### config.mk
export PLATFORM = sky130hd
export DESIGN_NAME = eth_port_tx_flat
export DESIGN_NICKNAME = d
export VERILOG_FILES = /design/src/rtl/eth_sw_pkg.sv /design/src/rtl/eth_port_tx_if.sv /design/src/rtl/eth_pkt_fifo.sv /design/src/rtl/eth_port_tx.sv /design/src/flat_wrapper.sv
export SDC_FILE = /design/constraint.sdc
export NUM_CORES = 1
export LEC_CHECK = 0
export CORE_MARGIN = 10
export CORE_UTILIZATION = 63
export CTS_BUF_LIST = sky130_fd_sc_hd__clkbuf_8
export CTS_CLUSTER_DIAMETER = 150
export CTS_CLUSTER_SIZE = 12
export DETAILED_ROUTE_END_ITERATION = 8
export PLACE_DENSITY = 0.82
export SLEW_MARGIN = 20
export SYNTH_ARGS = -nofsm -noshare
export SYNTH_HDL_FRONTEND = slang
export SYNTH_SLANG_ARGS = --single-unit
### constraint.sdc
create_clock -name clk -period 5.66 [get_ports clk]
set_input_delay 1.415 -clock clk [delete_from_list [all_inputs] [get_ports clk]]
set_output_delay 1.415 -clock clk [all_outputs]
set_load 0.1 [all_outputs]
### src/rtl/eth_sw_pkg.sv
// Shared types for the switch egress path: buffer words, buffer entries and the
// transmit/write state encodings.
package eth_sw_pkg;

    typedef logic [31:0] word_t;

    typedef struct packed {
        word_t data;
        logic  sop;
        logic  eop;
    } buf_entry_t;

    typedef enum logic [1:0] {
        TX_IDLE = 2'd0,
        TX_SEND = 2'd1,
        TX_GAP  = 2'd2
    } tx_state_e;

    typedef enum logic [1:0] {
        WR_IDLE = 2'd0,
        WR_PKT  = 2'd1,
        WR_DROP = 2'd2
    } wr_state_e;

endpackage

### src/rtl/eth_port_tx_if.sv
// Fabric write bus plus egress stream of one switch port; the fabric/bench side
// uses the master modport, the transmitter uses the slave modport.
interface eth_port_tx_if #(parameter int DEPTH = 16);
    import eth_sw_pkg::*;

    localparam int CW = $clog2(DEPTH) + 1;

    word_t          inData;
    logic           inSop;
    logic           inEop;
    logic           inValid;
    logic           inReady;
    word_t          outData;
    logic           outSop;
    logic           outEop;
    logic           portStall;
    logic           pktDropped;
    logic [CW-1:0]  pktCount;

    modport master (
        output inData, inSop, inEop, inValid, portStall,
        input  inReady, outData, outSop, outEop, pktDropped, pktCount
    );

    modport slave (
        input  inData, inSop, inEop, inValid, portStall,
        output inReady, outData, outSop, outEop, pktDropped, pktCount
    );

endinterface

### src/rtl/eth_pkt_fifo.sv
// Store-and-forward buffer with a speculative write pointer, a commit pointer
// that bounds what the reader may see, and a rewind to drop a partial packet.
module eth_pkt_fifo
    import eth_sw_pkg::*;
#(
    parameter int DEPTH = 16
) (
    input  logic                       clk,
    input  logic                       resetN,
    input  logic                       push,
    input  buf_entry_t                 push_entry,
    input  logic                       rewind,
    input  logic                       commit,
    input  logic                       pop,
    output buf_entry_t                 rd_entry,
    output logic                       full_nxt,
    output logic [$clog2(DEPTH):0]     uncommitted
);

    localparam int AW = $clog2(DEPTH);
    localparam int W  = AW + 1;

    buf_entry_t     mem_q [DEPTH];
    logic [W-1:0]   wr_ptr_q, wr_ptr_d;
    logic [W-1:0]   commit_ptr_q, commit_ptr_d;
    logic [W-1:0]   rd_ptr_q, rd_ptr_d;
    logic [W-1:0]   wr_base;

    // Rewind restarts the write at the last commit point before any push lands.
    always_comb begin
        wr_base      = rewind ? commit_ptr_q : wr_ptr_q;
        wr_ptr_d     = wr_base + {{(W-1){1'b0}}, push};
        commit_ptr_d = commit ? wr_ptr_d : commit_ptr_q;
        rd_ptr_d     = rd_ptr_q + {{(W-1){1'b0}}, pop};
        full_nxt     = (wr_ptr_d[AW] != rd_ptr_d[AW]) &&
                       (wr_ptr_d[AW-1:0] == rd_ptr_d[AW-1:0]);
        uncommitted  = wr_ptr_q - commit_ptr_q;
        rd_entry     = mem_q[rd_ptr_q[AW-1:0]];
    end

    // Pointer registers.
    always_ff @(posedge clk or negedge resetN) begin
        if (!resetN) begin
            wr_ptr_q     <= {W{1'b0}};
            commit_ptr_q <= {W{1'b0}};
            rd_ptr_q     <= {W{1'b0}};
        end else begin
            wr_ptr_q     <= wr_ptr_d;
            commit_ptr_q <= commit_ptr_d;
            rd_ptr_q     <= rd_ptr_d;
        end
    end

    // Storage array; contents are meaningless until covered by the pointers.
    always_ff @(posedge clk) begin
        if (push) begin
            mem_q[wr_base[AW-1:0]] <= push_entry;
        end
    end

endmodule

### src/rtl/eth_port_tx.sv
// Egress transmitter: frames fabric words into the packet buffer, drops malformed
// or oversize packets, and replays complete packets as contiguous bursts.
module eth_port_tx
    import eth_sw_pkg::*;
#(
    parameter int DEPTH = 16,
    parameter int IPG   = 1
) (
    input  logic          clk,
    input  logic          resetN,
    eth_port_tx_if.slave  bus
);

    localparam int              W         = $clog2(DEPTH) + 1;
    localparam logic [W-1:0]    LAST_FREE = W'(DEPTH - 1);
    localparam logic [2:0]      GAP_LAST  = (IPG > 0) ? 3'(IPG - 1) : 3'd0;
    localparam bit              HAS_GAP   = (IPG > 0);

    wr_state_e      wr_state_q, wr_state_d;
    tx_state_e      tx_state_q, tx_state_d;
    logic [2:0]     gap_q, gap_d;
    logic [W-1:0]   pkt_count_q, pkt_count_d;
    logic           in_ready_q, in_ready_d;
    logic           drop_q, drop_d;
    word_t          out_data_q, out_data_d;
    logic           out_sop_q, out_sop_d;
    logic           out_eop_q, out_eop_d;

    logic           push, rewind, commit, pop, inc, dec, full_nxt;
    buf_entry_t     push_entry, rd_entry;
    logic [W-1:0]   uncommitted;

    eth_pkt_fifo #(.DEPTH(DEPTH)) u_fifo (
        .clk         (clk),
        .resetN      (resetN),
        .push        (push),
        .push_entry  (push_entry),
        .rewind      (rewind),
        .commit      (commit),
        .pop         (pop),
        .rd_entry    (rd_entry),
        .full_nxt    (full_nxt),
        .uncommitted (uncommitted)
    );

    // Write framing: accept, restart, drop or commit each accepted fabric word.
    always_comb begin
        push       = 1'b0;
        rewind     = 1'b0;
        commit     = 1'b0;
        inc        = 1'b0;
        drop_d     = 1'b0;
        wr_state_d = wr_state_q;
        push_entry = '{data: bus.inData, sop: bus.inSop, eop: bus.inEop};
        if (bus.inValid && in_ready_q) begin
            case (wr_state_q)
                WR_DROP: begin
                    if (bus.inEop) begin
                        wr_state_d = WR_IDLE;
                    end else begin
                        wr_state_d = WR_DROP;
                    end
                end
                WR_IDLE, WR_PKT: begin
                    if (bus.inSop) begin
                        push       = 1'b1;
                        rewind     = (wr_state_q == WR_PKT);
                        drop_d     = (wr_state_q == WR_PKT);
                        commit     = bus.inEop;
                        inc        = bus.inEop;
                        wr_state_d = bus.inEop ? WR_IDLE : WR_PKT;
                    end else if (wr_state_q == WR_IDLE) begin
                        drop_d = 1'b1;
                    end else if (bus.inEop) begin
                        push       = 1'b1;
                        commit     = 1'b1;
                        inc        = 1'b1;
                        wr_state_d = WR_IDLE;
                    end else if (uncommitted == LAST_FREE) begin
                        // Packet can never fit: discard it and swallow the rest.
                        rewind     = 1'b1;
                        drop_d     = 1'b1;
                        wr_state_d = WR_DROP;
                    end else begin
                        push = 1'b1;
                    end
                end
                default: wr_state_d = WR_IDLE;
            endcase
        end else begin
            wr_state_d = wr_state_q;
        end
        in_ready_d = (wr_state_d == WR_DROP) || !full_nxt;
    end

    // Transmit FSM: stall only gates the start of a packet, never its middle.
    always_comb begin
        tx_state_d = tx_state_q;
        gap_d      = gap_q;
        pop        = 1'b0;
        dec        = 1'b0;
        out_data_d = 32'h0000_0000;
        out_sop_d  = 1'b0;
        out_eop_d  = 1'b0;
        case (tx_state_q)
            TX_IDLE, TX_SEND: begin
                if ((tx_state_q == TX_SEND) ||
                    ((pkt_count_q != {W{1'b0}}) && !bus.portStall)) begin
                    pop        = 1'b1;
                    out_data_d = rd_entry.data;
                    out_sop_d  = rd_entry.sop;
                    out_eop_d  = rd_entry.eop;
                    gap_d      = 3'd0;
                    if (rd_entry.eop) begin
                        dec        = 1'b1;
                        tx_state_d = HAS_GAP ? TX_GAP : TX_IDLE;
                    end else begin
                        tx_state_d = TX_SEND;
                    end
                end else begin
                    tx_state_d = TX_IDLE;
                end
            end
            TX_GAP: begin
                if (gap_q == GAP_LAST) begin
                    gap_d      = 3'd0;
                    tx_state_d = TX_IDLE;
                end else begin
                    gap_d = gap_q + 3'd1;
                end
            end
            default: tx_state_d = TX_IDLE;
        endcase
        pkt_count_d = pkt_count_q + {{(W-1){1'b0}}, inc} - {{(W-1){1'b0}}, dec};
    end

    // State and registered outputs.
    always_ff @(posedge clk or negedge resetN) begin
        if (!resetN) begin
            wr_state_q  <= WR_IDLE;
            tx_state_q  <= TX_IDLE;
            gap_q       <= 3'd0;
            pkt_count_q <= {W{1'b0}};
            in_ready_q  <= 1'b0;
            drop_q      <= 1'b0;
            out_data_q  <= 32'h0000_0000;
            out_sop_q   <= 1'b0;
            out_eop_q   <= 1'b0;
        end else begin
            wr_state_q  <= wr_state_d;
            tx_state_q  <= tx_state_d;
            gap_q       <= gap_d;
            pkt_count_q <= pkt_count_d;
            in_ready_q  <= in_ready_d;
            drop_q      <= drop_d;
            out_data_q  <= out_data_d;
            out_sop_q   <= out_sop_d;
            out_eop_q   <= out_eop_d;
        end
    end

    assign bus.inReady    = in_ready_q;
    assign bus.pktDropped = drop_q;
    assign bus.pktCount   = pkt_count_q;
    assign bus.outData    = out_data_q;
    assign bus.outSop     = out_sop_q;
    assign bus.outEop     = out_eop_q;

endmodule

### src/flat_wrapper.sv
// flat-port wrapper written by rule: the top's interface ports become plain ports
module eth_port_tx_flat import eth_sw_pkg::*;
#(
    parameter int DEPTH = 16,
    parameter int IPG   = 1
)
  (clk, resetN, bus_inData, bus_inSop, bus_inEop, bus_inValid, bus_portStall, bus_inReady, bus_outData, bus_outSop, bus_outEop, bus_pktDropped, bus_pktCount);
  eth_port_tx_if #(.DEPTH(DEPTH)) bus_i ();
  input  logic clk;
  input  logic resetN;
  input wire logic [$bits(bus_i.inData)-1:0] bus_inData;
  input wire logic [$bits(bus_i.inSop)-1:0] bus_inSop;
  input wire logic [$bits(bus_i.inEop)-1:0] bus_inEop;
  input wire logic [$bits(bus_i.inValid)-1:0] bus_inValid;
  input wire logic [$bits(bus_i.portStall)-1:0] bus_portStall;
  output wire logic [$bits(bus_i.inReady)-1:0] bus_inReady;
  output wire logic [$bits(bus_i.outData)-1:0] bus_outData;
  output wire logic [$bits(bus_i.outSop)-1:0] bus_outSop;
  output wire logic [$bits(bus_i.outEop)-1:0] bus_outEop;
  output wire logic [$bits(bus_i.pktDropped)-1:0] bus_pktDropped;
  output wire logic [$bits(bus_i.pktCount)-1:0] bus_pktCount;
  assign bus_i.inData = bus_inData;
  assign bus_i.inSop = bus_inSop;
  assign bus_i.inEop = bus_inEop;
  assign bus_i.inValid = bus_inValid;
  assign bus_i.portStall = bus_portStall;
  assign bus_inReady = bus_i.inReady;
  assign bus_outData = bus_i.outData;
  assign bus_outSop = bus_i.outSop;
  assign bus_outEop = bus_i.outEop;
  assign bus_pktDropped = bus_i.pktDropped;
  assign bus_pktCount = bus_i.pktCount;
  eth_port_tx #(.DEPTH(DEPTH), .IPG(IPG)) u_core (.clk(clk), .resetN(resetN), .bus(bus_i));
endmodule
After elaboration in Yosys (flattened, before gate mapping)
Memory sizes are Yosys's and may differ from the RTL's.
Index checks and enable logic that the tools add are counted.
{"block": "classes", "n_eq_ne": 10, "n_reduce_logical": 15, "n_addsub": 6, "muxes": 50}
{"cell": "32-bit 2-to-1 mux", "count": 2}
{"cell": "1-bit 2-to-1 mux", "count": 33}
{"cell": "2-bit 2-to-1 mux", "count": 9}
{"cell": "5-bit by 1-bit adder with 5-bit output", "count": 3}
{"cell": "2-bit one-hot mux with 2 select lines", "count": 2}
{"cell": "2-bit == test, second input constant", "count": 3}
{"cell": "3-bit 2-to-1 mux", "count": 2}
{"cell": "3-bit one-hot mux with 2 select lines", "count": 1}
{"cell": "5-bit by 4-bit == test with 1-bit output, second input constant", "count": 1}
{"cell": "5-bit 2-to-1 mux", "count": 1}
{"cell": "5-bit nonzero test", "count": 1}
{"cell": "5-bit by 1-bit subtractor with 5-bit output", "count": 1}
{"cell": "5-bit subtractor", "count": 1}
{"cell": "2-bit by 1-bit == test with 1-bit output, second input constant", "count": 2}
{"cell": "4-bit == test", "count": 1}
{"cell": "2-bit zero test", "count": 2}
{"cell": "2-bit by 1-bit != test with 1-bit output, second input constant", "count": 2}
{"cell": "2-bit OR reduction", "count": 2}
{"cell": "3-bit by 1-bit adder with 3-bit output, second input constant", "count": 1}
{"cell": "1-bit logical AND", "count": 3}
{"cell": "3-bit zero test", "count": 1}
{"cell": "1-bit zero test", "count": 2}
{"cell": "1-bit logical OR", "count": 2}
{"cell": "2-bit AND reduction", "count": 1}
{"cell": "other kinds (2)", "count": 2}
{"block": "totals", "reg_bits": 63, "elab_cells": 94, "n_memories": 1, "ram_bits": 544}
{"memory": "u_core.u_fifo.mem_q", "depth": 16, "width": 34, "rd": 1, "rd_clocked_by_memory_dff": 0, "wr": 1, "line_no": "eth_pkt_fifo.sv:23", "rtl": "buf_entry_t mem_q [DEPTH];"}

Longest topological paths before layout
{"block": "logic_depth", "ltp_word": 14, "ltp_mapped": 17, "mapped_depth_nobuf": 17}

Cells and area by module
From an unflattened synthesis, not the netlist that was laid out.
{"block": "unflattened", "cells_unflattened": 1100, "hier_area_um2": 23264.8}
{"module": "eth_pkt_fifo", "area_each_um2": 21317.9, "instances": 1, "cells_each": 940, "seq_area_each_um2": 16711.0}
{"module": "eth_port_tx", "area_each_um2": 1946.9, "instances": 1, "cells_each": 160, "seq_area_each_um2": 1201.2}

Worst setup path before layout
Ideal clock, no wire load.
{"block": "synth_path", "path_type": "input to register", "from": "input bus_inEop", "to": "memory u_core.u_fifo.mem_q[6][0] (netlist bit) (enable)", "required_time_ns": 5.235, "setup_slack_ns": 0.685, "t_arrival_ns": 4.550, "path_buffers": 0, "cell_stages": 7, "setup_ns": 0.425, "cell_sequence": "or4_1 > a311oi_2 > a21oi_2 > nor3_1 > a21oi_4 > or3_1 > nor2_1"}
{"block": "synth_between", "elab_chain_len": 7, "word_cells_on_any_way": 13}
{"item": "from (decl)", "line_no": "flat_wrapper.sv:13", "rtl": "input wire logic [$bits(bus_i.inEop)-1:0] bus_inEop;"}
{"item": "1-bit 2-to-1 mux", "line_no": "eth_port_tx.sv:74", "rtl": "end else if (bus.inEop) begin"}
{"item": "1-bit 2-to-1 mux", "line_no": "eth_port_tx.sv:72", "rtl": "end else if (wr_state_q == WR_IDLE) begin"}
{"item": "1-bit 2-to-1 mux", "line_no": "eth_port_tx.sv:65", "rtl": "if (bus.inSop) begin"}
{"item": "1-bit 2-to-1 mux", "line_no": "eth_port_tx.sv:56", "rtl": "case (wr_state_q)"}
{"item": "1-bit 2-to-1 mux", "line_no": "eth_port_tx.sv:55", "rtl": "if (bus.inValid && in_ready_q) begin"}
{"item": "1-bit 2-to-1 mux", "line_no": "eth_pkt_fifo.sv:56", "rtl": "if (push) begin"}
{"item": "1-bit 2-to-1 mux (implied by the code)", "line_no": "eth_pkt_fifo.sv:57", "rtl": "mem_q[wr_base[AW-1:0]] <= push_entry;"}
{"item": "to (decl)", "line_no": "eth_pkt_fifo.sv:23"}
Several ways; a longest one is shown, not always the timed one.

Final worst setup path
{"block": "layout_path", "from": "register u_core.u_fifo.wr_ptr_q[0]", "to": "register u_core.in_ready_q (netlist: u_core.bus.inReady)"}
{"block": "layout_between", "elab_chain_len": 14, "word_cells_on_any_way": 28}
{"item": "from (decl)", "line_no": "eth_pkt_fifo.sv:24", "rtl": "logic [W-1:0] wr_ptr_q, wr_ptr_d;"}
{"item": "from (signal assigned)", "line_no": "eth_pkt_fifo.sv:44", "rtl": "wr_ptr_q <= {W{1'b0}};"}
{"item": "from (signal assigned)", "line_no": "eth_pkt_fifo.sv:48", "rtl": "wr_ptr_q <= wr_ptr_d;"}
{"item": "5-bit subtractor", "line_no": "eth_pkt_fifo.sv:37", "rtl": "uncommitted = wr_ptr_q - commit_ptr_q;"}
{"item": "5-bit by 4-bit == test with 1-bit output", "line_no": "eth_port_tx.sv:79", "rtl": "end else if (uncommitted == LAST_FREE) begin"}
{"item": "1-bit 2-to-1 mux", "line_no": "eth_port_tx.sv:79"}
{"item": "1-bit 2-to-1 mux", "line_no": "eth_port_tx.sv:74"}
{"item": "1-bit 2-to-1 mux", "line_no": "eth_port_tx.sv:72"}
{"item": "1-bit 2-to-1 mux", "line_no": "eth_port_tx.sv:65"}
{"item": "1-bit 2-to-1 mux", "line_no": "eth_port_tx.sv:56"}
{"item": "1-bit 2-to-1 mux", "line_no": "eth_port_tx.sv:55"}
{"item": "5-bit 2-to-1 mux", "line_no": "eth_pkt_fifo.sv:31", "rtl": "wr_base = rewind ? commit_ptr_q : wr_ptr_q;"}
{"item": "5-bit by 1-bit adder with 5-bit output", "line_no": "eth_pkt_fifo.sv:32", "rtl": "wr_ptr_d = wr_base + {{(W-1){1'b0}}, push};"}
{"item": "4-bit == test / 1-bit != test (equally long branches)", "line_no": "eth_pkt_fifo.sv:36, eth_pkt_fifo.sv:35"}
{"item": "1-bit logical AND", "line_no": "eth_pkt_fifo.sv:35", "rtl": "full_nxt = (wr_ptr_d[AW] != rd_ptr_d[AW]) &&"}
{"item": "1-bit zero test", "line_no": "eth_port_tx.sv:93", "rtl": "in_ready_d = (wr_state_d == WR_DROP) || !full_nxt;"}
{"item": "1-bit logical OR *", "line_no": "eth_port_tx.sv:93"}
{"item": "net u_core.in_ready_d", "line_no": "eth_port_tx.sv:23", "rtl": "logic in_ready_q, in_ready_d;"}
{"item": "to (signal assigned)", "line_no": "eth_port_tx.sv:154", "rtl": "in_ready_q <= in_ready_d;"}
{"item": "to (decl)", "line_no": "eth_port_tx.sv:23"}
The timed path passes the listed nets; every way through them passes the cells marked *.
A chain may end at the register's enable or synchronous reset.

==> results.txt <==
first-pass GRT wire length = 70,400 um
Filler cells = 2,053
HPWL Detailed = 26,000 um
Pre-antenna DRT Iters = 5
multi-input logic area = 5290 um2
largest net degree at the start of global routing = 64
Synth Register Bits = 607
Mapped Nets = 1,093
Crit Path Class = register to register
fin. max-slew vios = 0
Cells after Synth = 1,037
post-CTS sizing = 0
Storage cell area = 17,900 um2
vias in the first global route = 11,100
MaxCap Viol Count = 0
row count = 70
setup TNS = 0 ns
Area contributors post-synth = edfxtp_1, mux4_2, dfrtp_1
CP top delay family = simple AND/OR/NAND/NOR gates
Comb pwr share = 36.3%
Clock Skew = 0.0232 ns
DRC Markers = 0
most common cell after layout, fill and taps aside = edfxtp_1
outcome = completed
GPL Wtd Cong = 0.893
root buffer cell = clkbuf_8
sequential share of power = 45.3%
clock slew at reported path FFs = 0.09 ns
placed cell areas = 24,900 um2
I/O pins = 79
fin util = 70.8%
Setup Fix Bufs, Post-CTS = 0
H-tree levels = 2
initial core utilization = 63.7%
Avg Synthesized Cell Area = 22.5 um2
leak pwr = 0.00854 uW
Chip Height = 212 um
top cell type's share of synthesized area = 70.0%
Routed Antenna Nets = 0
mapped cell area = 23,300 um2
CP Buf/Inv Count = 1
Int Power = 8290 uW
post-DR wirelength/cell = 27.6 um
final WL = 46,200 um
Final Cycle Share = 80.9%
Clk pwr share = 18.4%
CP startpoint = u_core.u_fifo.wr_ptr_q[0]$_DFF_PN0_
Critical-path top delay cell = or4_1
Final Cell Area = 25,900 um2
antenna violations before repair = 2
hold_sp = u_core.u_fifo.rd_ptr_q[4]$_DFF_PN0_
cell type with the largest total area after synthesis = edfxtp_1
launch point of the worst reg-to-reg path = u_core.u_fifo.wr_ptr_q[0]$_DFF_PN0_
Crit. End Element = register
port bufs = 78
Power Density = 487 nW/um2
Post-CTS Hold Buffers = 0
CTS Buf Count = 56
Die X = 212 um
post-synth cell types = 46
crit path max fanout = 7
setup violators final = 0
via count of the routed design = 10,700
die area = 45,100 um2
Final nets = 1,213
crit-path cells = inv_1 > ha_1 > fa_1 > xor2_1 > or4_1 > a311oi_2 > a21oi_2 > nor2_1 > nand2_1 > o21ai_0 > ha_1 > nand3_1 > o31ai_1 > a41o_1 > xor3_1 > or4_1
core outline area = 36,600 um2
Max VDD drop = 0.000337 V
GRT overflow = 0
Yosys Warn Count = 0
area grow syn2layout = 11.0%
Fin. Hold Viols = 0
DR iter-0 viols = 1,022
max frequency = 218 MHz
most frequent cells in the layout = edfxtp_1, mux4_2, clkdlybuf4s50_1, inv_1, dfrtp_1
clk_lat worst skew = 0.64 ns
worst slew pin tran = 1.01 ns
share of cells above drive strength 1 = 24.0%
Via density = 6.38
GRT Util Overall = 21.1%
Sw Ratio = 34.3%
Tmin final = 4.58 ns
clock sinks = 607
CTS tree = built
CP arrival = 5.09 ns
startpoint types = register
register area share after synthesis = 76.7%
Slew HR = 32.1%
delay of the slowest cell on the worst path = 0.54 ns
switching pwr = 4330 uW
Hold WC Path Type = register to register
unrepaired setup endpoints after global routing = false
Longest Clk Path Bufs = 3
Critical Path RT = 6.17 ns
## routing by layer
layer	share of wire, %	GRT usage (%)	wire length (um)	vias up
met3	6.5	3.64	2980	75
met5	0	0	0	-
met4	2.4	6.62	1130	0
met1	39	28.6	18100	5633
li1	-	-	-	4513
met2	52	34.8	24000	465
## logic make-up (layout without fill, tap and decap cells)
kind of cell / count (synthesis) / count (layout) / synth area share, %
compound gates: 37 / 37 / 1.09
xor+xnor: 20 / 20 / 0.815
fa+ha+maj: 18 / 18 / 1.03
buf+inv: 67 / 235 / 1.12
flops: 607 / 607 / 76.7
mux: 177 / 177 / 16.7
other cells: 0 / 1 / 0
simple gates: 111 / 111 / 2.47
## worst reg2reg max path, stage by stage, from the launching register on
cell and delay (ns):
dfrtp_1 0.38, inv_1 0.10, ha_1 0.24, fa_1 0.41, xor2_1 0.20, or4_1 0.42, a311oi_2 0.30, a21oi_2 0.17
nor2_1 0.34, nand2_1 0.09, o21ai_0 0.10, ha_1 0.27, nand3_1 0.10, o31ai_1 0.23, a41o_1 0.16, xor3_1 0.41
or4_1 0.54
## synthesized netlist by cell type, drive strengths merged
cell,count
edfxtp,544
mux4,170
dfrtp,63
clkbuf,37
and2,33
nor2,30
inv,23
ha,16
nand2,14
o21ai,14
xnor2,12
nand3,10
buf,7
xor2,7
a21oi,6
a31oi,5
mux2,5
and3,4
nand2b,3
nand3b,3
nor3,3
o31ai,3
or2,3
fa,2
mux2i,2
nor2b,2
or3,2
or4,2
a21o,1
a2bb2oi,1
a311oi,1
a32o,1
a32oi,1
a41o,1
and3b,1
nor4,1
o21a,1
o311ai,1
o31a,1
xor3,1
## flip-flops by register name (all words and copies together) (netlist names)
| signal | count |
|---|---|
| u_core.u_fifo.mem_q | 544 |
| u_core.bus.outData | 32 |
| u_core.bus.pktCount | 5 |
| u_core.u_fifo.commit_ptr_q | 5 |
| u_core.u_fifo.rd_ptr_q | 5 |
| u_core.u_fifo.wr_ptr_q | 5 |
| u_core.gap_q | 3 |
| u_core.tx_state_q | 2 |
| u_core.wr_state_q | 2 |
| u_core.bus.inReady | 1 |
| u_core.bus.outEop | 1 |
| u_core.bus.outSop | 1 |
| u_core.bus.pktDropped | 1 |
## power groups by stage
stage,combinational [uW],clock [uW],sequential (uW)
floorplan,2700,0,6430
global placement,4470,0,5790
detailed placement,4580,0,5820
CTS,4630,2380,5730
global route,4850,2570,5780
finish,4580,2330,5720
## stage by stage
| step | hold slack, ns | std cells | setup WS (ns) | total power [uW] |
|---|---|---|---|---|
| floorplan | 0.463 | 1037 | 0.685 | 9140 |
| global placement | 0.493 | 1567 | 0.594 | 10300 |
| detailed placement | 0.491 | 1567 | 0.538 | 10400 |
| CTS | 0.503 | 1673 | 1.15 | 12700 |
| global route | 0.527 | 1674 | 0.908 | 13200 |
| finish | 0.498 | 1674 | 1.08 | 12600 |
## final cells by class
| cell class | count | share of cell area [%] |
|---|---|---|
| flip-flops and latches | 607 | 69.2 |
| multi-input cells | 363 | 20.4 |
| repair buffers | 106 | 4.01 |
| clock buffers | 58 | 3.08 |
| well taps | 468 | 2.26 |
| clock inverters | 48 | 0.729 |
| inverters | 23 | 0.333 |
| diodes | 1 | 0.00966 |
## worst paths after layout
path / to / slack (ns) / depth (start not counted)
setup / recovery: u_core.bus.inReady$_DFF_PN0_ / 1.08 / 16
max in group asynchronous: u_core.u_fifo.rd_ptr_q[0]$_DFF_PN0_ / 4.10 / 1
hold reg to reg: u_core.u_fifo.rd_ptr_q[4]$_DFF_PN0_ / 0.50 / 1
min in group asynchronous: u_core.u_fifo.wr_ptr_q[3]$_DFF_PN0_ / 0.90 / 1
hold / removal: u_core.u_fifo.rd_ptr_q[4]$_DFF_PN0_ / 0.50 / 1
setup reg to reg: u_core.bus.inReady$_DFF_PN0_ / 1.08 / 16
Note: power is estimated with default switching activity, not from simulation.
